**config.mk**
```make
export PLATFORM = sky130hd
export DESIGN_NAME = mem_arbiter
export DESIGN_NICKNAME = d
export VERILOG_FILES = /design/src/rtl/mem_arbiter.sv
export SDC_FILE = /design/constraint.sdc
export NUM_CORES = 1
export LEC_CHECK = 0
export CAP_MARGIN = 20
export CORE_MARGIN = 5
export CORE_UTILIZATION = 38
export CTS_BUF_LIST = sky130_fd_sc_hd__clkbuf_4 sky130_fd_sc_hd__clkbuf_8
export CTS_CLUSTER_SIZE = 20
export DETAILED_ROUTE_END_ITERATION = 8
export PLACE_DENSITY_LB_ADDON = 0.3
export SLEW_MARGIN = 30
export SYNTH_ARGS = -nofsm -noshare
export SYNTH_HDL_FRONTEND = slang
export SYNTH_SLANG_ARGS = --single-unit
```
**constraint.sdc**
```tcl
create_clock -name CLK -period 1.8 [get_ports CLK]
set_input_delay 0.18 -clock CLK [delete_from_list [all_inputs] [get_ports CLK]]
set_output_delay 0.18 -clock CLK [all_outputs]
set_load 0.01 [all_outputs]
```
**src/rtl/mem_arbiter.sv**
```systemverilog
// Single-port memory arbiter between instruction fetch and the data path.
// Grants one requester at a time, drives the memory handshake and returns one-cycle hits.
module mem_arbiter #(
   parameter int unsigned STARVE_MAX = 8
) (
   input  logic        CLK,
   input  logic        nRST,
   input  logic        iren,
   input  logic [31:0] iaddr,
   output logic        ihit,
   output logic [31:0] iload,
   input  logic        dread,
   input  logic [1:0]  dwrite,
   input  logic [31:0] daddr,
   input  logic [31:0] dstore,
   output logic        dhit,
   output logic [31:0] dload,
   output logic        dfault,
   input  logic        halt,
   output logic        mem_ren,
   output logic        mem_wen,
   output logic [31:0] mem_addr,
   output logic [31:0] mem_store,
   output logic [3:0]  mem_strb,
   input  logic [31:0] mem_load,
   input  logic        mem_ready
);

   typedef enum logic [2:0] {
      IDLE,
      IREQ,
      DREQ,
      IDONE,
      DDONE,
      HALTED
   } state_e;

   localparam logic [7:0] SMAX = 8'(STARVE_MAX);

   state_e      state_q;
   logic [7:0]  starve_q;
   logic        ihit_q, dhit_q, dfault_q;
   logic        mem_ren_q, mem_wen_q;
   logic [31:0] mem_addr_q, mem_store_q, iload_q, dload_q;
   logic [3:0]  mem_strb_q;

   logic        d_req, grant_i, misalign_d;
   logic [3:0]  strb_d;
   logic [31:0] store_d;
   logic [7:0]  starve_d;
   logic        unused_addr_bits;

   assign unused_addr_bits = ^iaddr[1:0];

   always_comb begin
      d_req      = dread | (dwrite != 2'b00);
      grant_i    = iren & (~d_req | (starve_q == SMAX));
      starve_d   = (starve_q == SMAX) ? starve_q : starve_q + 8'd1;
      strb_d     = '0;
      store_d    = '0;
      misalign_d = 1'b0;
      case (dwrite)
         2'b01: begin
            strb_d  = 4'b0001 << daddr[1:0];
            store_d = {4{dstore[7:0]}};
         end
         2'b10: begin
            strb_d     = daddr[1] ? 4'b1100 : 4'b0011;
            store_d    = {2{dstore[15:0]}};
            misalign_d = daddr[0];
         end
         2'b11: begin
            strb_d     = 4'b1111;
            store_d    = dstore;
            misalign_d = (daddr[1:0] != 2'b00);
         end
         default: ;
      endcase
   end

   always_ff @(posedge CLK or negedge nRST) begin
      if (!nRST) begin
         state_q     <= IDLE;
         starve_q    <= '0;
         ihit_q      <= 1'b0;
         dhit_q      <= 1'b0;
         dfault_q    <= 1'b0;
         mem_ren_q   <= 1'b0;
         mem_wen_q   <= 1'b0;
         mem_addr_q  <= '0;
         mem_store_q <= '0;
         mem_strb_q  <= '0;
         iload_q     <= '0;
         dload_q     <= '0;
      end else begin
         ihit_q   <= 1'b0;
         dhit_q   <= 1'b0;
         dfault_q <= 1'b0;
         case (state_q)
            IDLE: begin
               if (halt) begin
                  state_q <= HALTED;
               end else if (grant_i) begin
                  state_q     <= IREQ;
                  starve_q    <= '0;
                  mem_ren_q   <= 1'b1;
                  mem_addr_q  <= {iaddr[31:2], 2'b00};
                  mem_strb_q  <= '0;
                  mem_store_q <= '0;
               end else if (d_req) begin
                  // a data grant only counts toward starvation while fetch is waiting
                  starve_q   <= iren ? starve_d : '0;
                  mem_addr_q <= {daddr[31:2], 2'b00};
                  if (dwrite != 2'b00) begin
                     if (misalign_d) begin
                        state_q  <= DDONE;
                        dhit_q   <= 1'b1;
                        dfault_q <= 1'b1;
                     end else begin
                        state_q     <= DREQ;
                        mem_wen_q   <= 1'b1;
                        mem_strb_q  <= strb_d;
                        mem_store_q <= store_d;
                     end
                  end else begin
                     state_q     <= DREQ;
                     mem_ren_q   <= 1'b1;
                     mem_strb_q  <= '0;
                     mem_store_q <= '0;
                  end
               end
            end
            IREQ: begin
               if (mem_ready) begin
                  state_q   <= IDONE;
                  mem_ren_q <= 1'b0;
                  iload_q   <= mem_load;
                  ihit_q    <= 1'b1;
               end
            end
            DREQ: begin
               if (mem_ready) begin
                  if (mem_ren_q) dload_q <= mem_load;
                  state_q    <= DDONE;
                  mem_ren_q  <= 1'b0;
                  mem_wen_q  <= 1'b0;
                  mem_strb_q <= '0;
                  dhit_q     <= 1'b1;
               end
            end
            IDONE, DDONE: begin
               state_q <= halt ? HALTED : IDLE;
            end
            HALTED: begin
               mem_ren_q  <= 1'b0;
               mem_wen_q  <= 1'b0;
               mem_strb_q <= '0;
            end
            default: state_q <= IDLE;
         endcase
      end
   end

   assign ihit      = ihit_q;
   assign iload     = iload_q;
   assign dhit      = dhit_q;
   assign dload     = dload_q;
   assign dfault    = dfault_q;
   assign mem_ren   = mem_ren_q;
   assign mem_wen   = mem_wen_q;
   assign mem_addr  = mem_addr_q;
   assign mem_store = mem_store_q;
   assign mem_strb  = mem_strb_q;

endmodule

```
==> Word level (Yosys, flattened, before mapping) <==
Index checks and enable logic that the tools add are counted.
{ "op_classes": {"n_bitwise": 6, "eq_ne": 23, "n_addsub": 1, "n_reduce_logical": 17, "n_shift": 1, "mux": 51} }
{ "op_table": {"columns": ["op", "n"], "rows": [
  ["$mux 32", 6],
  ["$pmux 32 s3", 1],
  ["$mux 8", 4],
  ["$mux 4", 7],
  ["$mux 3", 8],
  ["$pmux 4 s3", 2],
  ["$mux 1", 18],
  ["$pmux 3 s5", 1],
  ["$ne 2x2->1 const B", 7],
  ["$ne 3x3->1 const B", 4],
  ["$reduce_and 4->1", 3],
  ["$reduce_and 5->1", 2],
  ["$add 8x1->8 const B", 1],
  ["$eq 8x4->1 const B", 1],
  ["$ne 4x4->1 const B", 2],
  ["$reduce_and 7->1", 1],
  ["$eq 3x2->1 const B", 2],
  ["$eq 3x3->1 const B", 2],
  ["$pmux 1 s3", 2],
  ["$reduce_and 3->1", 2],
  ["$reduce_bool 2->1", 3],
  ["$reduce_bool 3->1", 2],
  ["$eq 2x2->1 const B", 2],
  ["$pmux 1 s2", 2],
  ["10 further kinds", 14]
]} }
{ "totals": {"ff_bits": 148, "out_inout_bits": 137, "input_bits": 136} }

==> Depth between registers and ports, before layout <==
Gate-level depths: netlist of the first run.
{ "logic_depth": {"ltp_word": 8, "mapped_depth": 8, "mapped_depth_nobuf": 6} }

==> Worst setup path before layout of the first run <==
No wires, ideal clock.
{ "synth_path": {"kind": "register to register", "from": "register state_q[0]", "to": "register mem_strb_q[2], in the netlist mem_strb[2]", "required_time_ns": 1.675, "setup_ns": 0.125, "period_less_slack_ns": 1.797, "path_stages_with_launch": 7, "slack_ns": 0.003, "arrival_ns": 1.672, "path_cell_list": "dfrtp_1 > buf_2 > nor4_1 > nand2_1 > buf_4 > a22oi_4 > mux2_2"} }
{ "synth_via": {"elab_chain_len": 3, "word_cells_on_any_way": 10} }
{ "synth_rtl": {"columns": ["element", "line", "text"], "rows": [
  ["start, declared", "40", "state_e state_q;"],
  ["start signal, assigned", "152", "state_q <= halt ? HALTED : IDLE;"],
  ["$logic_not 3->1, or another cell as far along", "99", "case (state_q)"],
  ["$ne 4x4->1 (no line), or another cell as far along", null, null],
  ["$reduce_and 5->1 (no line)", null, null],
  ["end signal, assigned", "122", "mem_strb_q <= strb_d;"],
  ["end, declared", "45", "logic [3:0] mem_strb_q;"]
]} }
Parallel ways exist; a longest one is shown, timed or not.
A chain may end at the register's enable or synchronous reset.

==> Worst setup path in the final report of the first run <==
{ "layout_path": {"from": "register starve_q[1]", "to": "register mem_strb_q[2], in the netlist mem_strb[2]"} }
{ "layout_via": {"elab_chain_len": 6, "word_cells_on_any_way": 9} }
{ "layout_rtl": {"columns": ["element", "line", "text"], "rows": [
  ["start, declared", "41", "logic [7:0] starve_q;"],
  ["start signal, assigned", "112", "starve_q <= iren ? starve_d : '0;"],
  ["$eq 8x4->1 (*)", "57", "grant_i = iren & (~d_req | (starve_q == SMAX));"],
  ["$or 1x1->1 (*)", "57", null],
  ["$and 1x1->1 (*)", "57", null],
  ["$mux 4", "103", "end else if (grant_i) begin"],
  ["$mux 4", "101", "if (halt) begin"],
  ["$pmux 4 s3", "99", null]
]} }
Mark *: on every way between the ends. The rest lies on a longest branch, timed or not. The select of a mux whose other input is x is not followed.

==> results of run 1 <==
[state kept, by name, summed over array words and instances (netlist names), 3 cells and up]
signal / count
mem_store: 32
mem_strb: 4
state_q: 3
mem_addr: 30
iload: 32
dload: 32
starve_q: 8
[worst max path at each step]
stage                      startpoint           end  depth (start not counted)
after floorplan            state_q[0]   mem_strb[2]                          6
after global placement           iren   mem_strb[3]                          5
after detailed placement         iren   mem_strb[2]                          5
after CTS                 starve_q[0]  mem_addr[26]                          7
after global routing      starve_q[1]   mem_strb[3]                          7
final                     starve_q[1]   mem_strb[2]                          7
[cells in the final DEF (no fill, tap or decap), types with 5 or more instances in the layout]
cell / Yosys / layout
a21boi_0: 8 / 7
a21oi_1: 11 / 10
a22o_1: 21 / 21
buf_12: 0 / 10
buf_4: 6 / 41
buf_6: 2 / 5
clkbuf_16: 0 / 5
clkbuf_8: 0 / 20
clkdlybuf4s50_1: 0 / 267
dfrtp_1: 146 / 145
inv_1: 9 / 7
mux2_2: 74 / 52
mux2_4: 0 / 22
mux2i_1: 41 / 40
nand2_1: 55 / 53
nor2_1: 11 / 9
o21ai_0: 49 / 18
o21ai_1: 1 / 31
o2bb2ai_1: 17 / 8
o2bb2ai_2: 0 / 5
[repair_timing]
action | 4_1_cts | 5_1_grt
setup endpoints to repair | 41 | 101
cloned | 1 | 6
hold endpoints to repair | 44 | 0
hold buffers | 1 | 0
resized for setup | 6 | 88
pin swaps | 3 | 17
setup buffers | 2 | 8
[area by class of cell]
type,instances,area share [%]
Clock inverter,12,1.44
Tap cell,220,2.57
Sequential cell,146,34.2
Clock buffer,20,2.57
Multi-Input combinational cell,338,26.9
Timing Repair Buffer,332,32.1
Inverter,9,0.316
[synthesized netlist by cell type, types with 3 or more instances]
master | number | area share, %
nor4b_1 | 3 | 0.41
mux2_2 | 74 | 13
nor4_1 | 3 | 0.29
clkbuf_1 | 5 | 0.29
o21ai_0 | 49 | 3.8
buf_2 | 20 | 1.5
inv_1 | 9 | 0.52
mux2i_1 | 41 | 6.3
a22oi_1 | 3 | 0.35
a22o_1 | 21 | 2.8
buf_4 | 6 | 0.69
a21boi_0 | 8 | 0.93
dfrtp_1 | 146 | 56
o22ai_1 | 3 | 0.29
nor2_1 | 11 | 0.64
a21oi_1 | 11 | 0.85
nand2_1 | 55 | 3.2
nand3_1 | 4 | 0.31
o2bb2ai_1 | 17 | 2.3
[routing by layer]
metal	GRT usage (%)	vias up	routed length (um)
met2	32.0	210	10300
li1	-	2538	-
met1	22.5	2718	8060
met3	6.74	23	1540
met5	0	-	0
met4	5.35	0	328
[critical path, cell delays in order (launching register included)]
cell     delay [ns]
dfrtp_1        0.40
inv_2          0.08
ha_4           0.13
and4b_2        0.30
a21oi_4        0.12
buf_6          0.15
a22oi_4        0.24
mux2_4         0.33
[cell families after synthesis]
family | after synthesis | synth area share, %
flip-flops | 146 | 56.4
AO/OA/AOI/OAI | 123 | 13.1
multiplexers | 115 | 19.2
AND/OR/NAND/NOR | 96 | 7.30
buffers and inverters | 43 | 3.63
adder cells (fa/ha/maj) | 2 | 0.386
other | 1 | 0.0579
[per-stage QoR]
step	area (sq um)	hold WS [ns]	setup slack, ns
finish	10700	0.240	-0.0584
global placement	9720	0.155	-0.400
global route	10700	0.256	-0.117
floorplan	6480	-0.116	0.00320
detailed placement	9720	0.157	-0.435
CTS	10200	0.243	-0.0689
[power groups by stage]
stage	sequential [mW]	clock (mW)	combinational [mW]
2_1_floorplan	5.81	0	2.39
3_5_place_dp	5.32	0	6.77
4_1_cts	5.29	2.81	6.96
5_1_grt	5.50	2.97	8.30
3_3_place_gp	5.26	0	6.62
6_report	5.34	2.76	7.84
==> out/qor.csv, run 1 <==
stage,metric,value,unit
yosys,syn_avg_cell_area,12.3,sq um
floorplanning,dieArea,0.0198,sq mm
power,ir_drop,0.000701,V
clocking,root_buffer,clkbuf_8,
global_route,antenna_found_initial,0,
floorplanning,coreArea,0.0166,sq mm
power,p_sw,5.18,mW
clocking,cts_tree,done,
setup_path,critPathMaxFanout,4,
cells_and_area,drive_above_1_share,24.0,%
yosys,synthArstFlopShare,100,%
yosys,ys_ff_latch,146,
clocking,h-tree-depth,4,
global_route,grt_pass1_vias,5623,
placed_design,post-dp-hpwl,14000,um
yosys,ys_seq_area_share,56.4,%
placed_design,io_buffers,268,
drt,vias,5489,
setup_path,r2r_setup_slack,-0.06,ns
drt,avgViaCountPerCell,5.10,
yosys,syn_inst,526,
cells_and_area,antenna_cells,0,
drt,route.detailed.drc,0,
power,intPower,10.8,mW
placed_design,dp.cells,1027,
yosys,synth_area,0.00648,sq mm
clocking,clock_path_buffers,2,
yosys,synth.distinct_cells,49,
setup_path,arrival,2.19,ns
floorplanning,start_util,38.9,%
cells_and_area,postLayoutCoreUtil,64.3,%
sta,finalSetupTns,-0.517,ns
sta,fin_skew,0.0103,ns
setup_path,endpoint_kind,flip-flop,
cells_and_area,nFillCells,1279,
worst_hold_path,min_path_type,in -> async,
global_route,track_usage,18.8,%
clocking,clkSinkCount,146,
global_route,grt_max_degree,64,
power,p_leak,4.82,nW
run_status,status,"complete, but fails checks",
yosys,synth_enable_flop_cells,0,
cells_and_area,fin_nets,982,
sta,drv_slew,0,
sta,finalCriticalPeriod,1.86,ns
global_route,grt_pass1_wl,29800,um
sta,post-route-period-util,103,%
global_route,grt-ovfl-total,0,
setup_path,reg2reg_to,mem_strb[2],
sta,setup_viol,38,
setup_path,cp_data_required_time,2.13,ns
clocking,cts_buffers,17,
sta,setup_ws,-0.0584,ns
drt,dr.pass1.iters,7,
job,drv_cap,0,
yosys,synthFlopType,dfrtp_1,
cells_and_area,register_area,0.00365,sq mm
cells_and_area,area_growth,65.0,%
floorplanning,rows,47,
drt,drtIter0Drc,214,
setup_path,startpoint_type,flip-flop,
yosys,yosysWarnings,0,
power,combPwrFrac,49.2,%
setup_path,worstReg2RegStart,starve_q[1],
sta,tightest_slew,0.640,ns
clocking,clk_latency,0.44,ns
power,p_per_area,1490,mW/mm^2
floorplanning,die_height,141,um
sta,max_slew_margin,57.2,%
sta,rsz0062_at_grt,yes,
power,seqPwrFrac,33.5,%
drt,drtAntennaViolNets,0,
floorplanning,dieWidth,141,um
run_status,violations,negative setup slack,
power,sw_frac_of_total,32.5,%
sta,max_freq,0.538,GHz
floorplanning,ios,273,
clocking,clk_pin_slew_worst_paths,0.08,ns
drt,routedWlPerCell,18.8,um
power,power.clock.fraction,17.3,%
setup_path,r2r_cells,7,
drt,wirelength,20300,um
sta,hold_viol_final,0,
setup_path,path_class,reg -> reg,
cells_and_area,multiInputGateArea,0.00287,sq mm
placed_design,gp_congestion,0.855,
cells_and_area,final_cells,1077,
power,total_power,15.9,mW
Power figures use the tool's default switching activity.
==> run 2: changes to the inputs <==
--- a/config.mk
+++ b/config.mk
@@ -9,7 +9,6 @@
 export CORE_MARGIN = 5
 export CORE_UTILIZATION = 38
 export CTS_BUF_LIST = sky130_fd_sc_hd__clkbuf_4 sky130_fd_sc_hd__clkbuf_8
-export CTS_CLUSTER_SIZE = 20
 export DETAILED_ROUTE_END_ITERATION = 8
 export PLACE_DENSITY_LB_ADDON = 0.3
 export SLEW_MARGIN = 30
==> results of run 2 <==
No change in the layout: final DEF, timing and power equal those of run 1.
==> run 3: changes to the inputs <==
--- a/config.mk
+++ b/config.mk
@@ -11,6 +11,7 @@
 export CTS_BUF_LIST = sky130_fd_sc_hd__clkbuf_4 sky130_fd_sc_hd__clkbuf_8
 export DETAILED_ROUTE_END_ITERATION = 8
 export PLACE_DENSITY_LB_ADDON = 0.3
+export SETUP_SLACK_MARGIN = 0.5
 export SLEW_MARGIN = 30
 export SYNTH_ARGS = -nofsm -noshare
 export SYNTH_HDL_FRONTEND = slang
==> out/qor.csv, run 3 (synthesis results as in run 1) <==
stage,metric,value,unit,change
run_status,status,"complete, but fails checks",,unchanged
run_status,violations,negative setup slack,,unchanged
sta,max_slew_margin,64.9,%,was 57.2%
setup_path,critPathMaxFanout,3,,was 4
clocking,clkSinkCount,146,,unchanged
drt,avgViaCountPerCell,5.19,,was 5.10
cells_and_area,layout_commonest_cell,dfrtp_1,,was clkdlybuf4s50_1
clocking,clk_latency,0.44,ns,about the same
power,ir_drop,0.000898,V,was 0.000701 V
setup_path,startpoint_type,flip-flop,,unchanged
setup_path,cpPeakStageDelay,0.41,ns,was 0.40 ns
setup_path,endpoint_kind,flip-flop,,unchanged
floorplanning,die_height,141,um,unchanged
placed_design,dp.cells,1032,,was 1027
drt,route.detailed.drc,0,,unchanged
global_route,antenna_found_initial,1,,was 0
sta,finalSetupTns,-0.513,ns,was -0.517 ns
floorplanning,rows,47,,unchanged
floorplanning,coreArea,0.0166,sq mm,unchanged
worst_hold_path,min_path_type,in -> async,,unchanged
drt,vias,5816,,was 5489
sta,rsz0062_at_grt,yes,,unchanged
global_route,grt_pass1_vias,6108,,was 5623
cells_and_area,antenna_cells,0,,unchanged
setup_path,r2r_cells,8,,was 7
power,p_per_area,1430,mW/mm^2,was 1490 mW/mm^2
sta,fin_skew,0.0160,ns,was 0.0103 ns
setup_path,path_class,reg -> reg,,unchanged
global_route,track_usage,21.1,%,was 18.8%
setup_path,cp_num_buf_inv,3,,was 2
sta,tightest_slew,0.527,ns,was 0.640 ns
power,p_leak,6.18,nW,was 4.82 nW
floorplanning,start_util,38.9,%,unchanged
setup_path,worst-path-stages,8,,was 7
clocking,clk_pin_slew_worst_paths,0.09,ns,was 0.08 ns
clocking,clock_path_buffers,2,,unchanged
clocking,cts_buffers,17,,unchanged
setup_path,r2r_setup_slack,-0.05,ns,was -0.06 ns
global_route,grt_max_degree,45,,was 64
floorplanning,dieWidth,141,um,unchanged
clocking,h-tree-depth,4,,unchanged
placed_design,post-dp-hpwl,14700,um,was 14000 um
floorplanning,dieArea,0.0198,sq mm,unchanged
floorplanning,ios,273,,unchanged
setup_path,cp_data_required_time,2.13,ns,about the same
clocking,cts_tree,done,,unchanged
cells_and_area,area_growth,73.8,%,was 65.0%
placed_design,gp_congestion,0.895,,was 0.855
sta,hold_viol_final,0,,unchanged
sta,setup_viol,26,,was 38
drt,dr.pass1.iters,5,,was 7
global_route,grt_pass1_wl,33100,um,was 29800 um
sta,setup_ws,-0.0470,ns,was -0.0584 ns
clocking,root_buffer,clkbuf_8,,unchanged
drt,routedWlPerCell,20.4,um,was 18.8 um
placed_design,io_buffers,268,,unchanged
drt,wirelength,22900,um,was 20300 um
drt,drtIter0Drc,370,,was 214
sta,finalCriticalPeriod,1.85,ns,was 1.86 ns
cells_and_area,fin_nets,1026,,was 982
cells_and_area,final_cells,1120,,was 1077
setup_path,path_common_cell,buf_6,,
sta,max_freq,0.541,GHz,was 0.538 GHz
global_route,grt-ovfl-total,0,,unchanged
setup_path,cp_top_family,flip-flops,,unchanged
setup_path,worstPathCellList,inv_2 -> ha_4 -> and4b_2 -> a21oi_4 -> buf_6 -> buf_6 -> a22oi_4 -> mux2_4,,was inv_2 -> ha_4 -> and4b_2 -> a21oi_4 -> buf_6 -> a22oi_4 -> mux2_4
sta,post-route-period-util,103,%,about the same
cells_and_area,final_cell_mix,"144 x dfrtp_1, 132 x clkdlybuf4s50_1, 63 x mux2_4, 62 x dlymetal6s2s_1, 61 x buf_4",,"was 267 x clkdlybuf4s50_1, 145 x dfrtp_1, 53 x nand2_1, 52 x mux2_2, 41 x buf_4"
drt,drtAntennaViolNets,0,,unchanged
setup_path,slowest_stage,dfrtp_1,,unchanged
cells_and_area,drive_above_1_share,38.4,%,was 24.0%
setup_path,arrival,2.18,ns,was 2.19 ns
job,drv_cap,0,,unchanged
cells_and_area,nFillCells,1184,,was 1279
sta,drv_slew,0,,unchanged
-- run 3: changes by cell type in the layout (fill, tap and decap cells not counted), sizes merged --
cell           previous run  this run
clkinvlp                  3         4
and2                      2         4
dlymetal6s2s              0        62
bufinv                    3         2
clkdlybuf4s50           267       132
buf                      59       126
bufbuf                    0         3
clkdlybuf4s15             0         1
o2111ai                   2         3
clkbuf                   25        67
-- run 3: path summary, 6_finish.rpt --
kind	from	end
max	starve_q[0]	mem_strb[2]
min	nRST	dload[28]
max reg2reg	starve_q[0]	mem_strb[2]
min reg2reg	mem_addr[25]	mem_addr[25]
max in group asynchronous	nRST	mem_addr[27]
min in group CLK	iaddr[7]	mem_addr[7]
-- run 3: worst reg2reg max path: stages, from the launching register on --
cell and delay (ns):
dfrtp_1 0.41, inv_2 0.09, ha_4 0.12, and4b_2 0.27
a21oi_4 0.08, buf_6 0.12, buf_6 0.11, a22oi_4 0.21
mux2_4 0.32
-- run 3: layout make-up --
type	instances	area [sq um]	share of cell area [%]
clock buffer	19	249	2.21
clock inverter	12	135	1.20
sequential	146	3660	32.5
multi-input combinational	341	3190	28.3
inverter	9	33.8	0.300
timing repair buffer	373	3730	33.1
tap	220	275	2.44
-- run 3: what timing repair did --
item                                    in CTS  in global routing
gates resized for setup                    291                167
endpoints found under the setup margin     281                278
setup buffers                               23                 17
cloned                                       8                  8
hold buffers                                 1                  0
endpoints found under the hold margin       40                  0
pin swaps                                   15                  8
-- run 3: layer usage --
metal,GRT usage [%],vias up,share of wire [%]
met3,5.76,53,6.5
met2,36.5,237,52
li1,-,2640,-
met1,25.5,2884,39
met5,0,-,0.057
met4,7.24,2,2.5
-- run 3: stage by stage --
stage | setup slack, ns | area (sq um) | util (%) | hold WS, ns | power [mW]
global route | -0.111 | 11300 | 67.7 | 0.238 | 16.9
floorplan | 0.0436 | 6630 | - | -0.116 | 8.40
CTS | -0.0246 | 11000 | 66.3 | 0.221 | 15.7
detailed placement | -0.260 | 9820 | 59.0 | 0.145 | 12.2
finish | -0.0470 | 11300 | 67.7 | 0.240 | 16.1
global placement | -0.183 | 9820 | 59.0 | 0.140 | 12.0
-- run 3: power by group --
group	leakage [nW]	internal, mW	switching, mW	total, mW
Combinational	4.12	4.68	3.50	8.18
Sequential	1.87	4.55	0.815	5.37
Clock	0.185	1.26	1.29	2.54
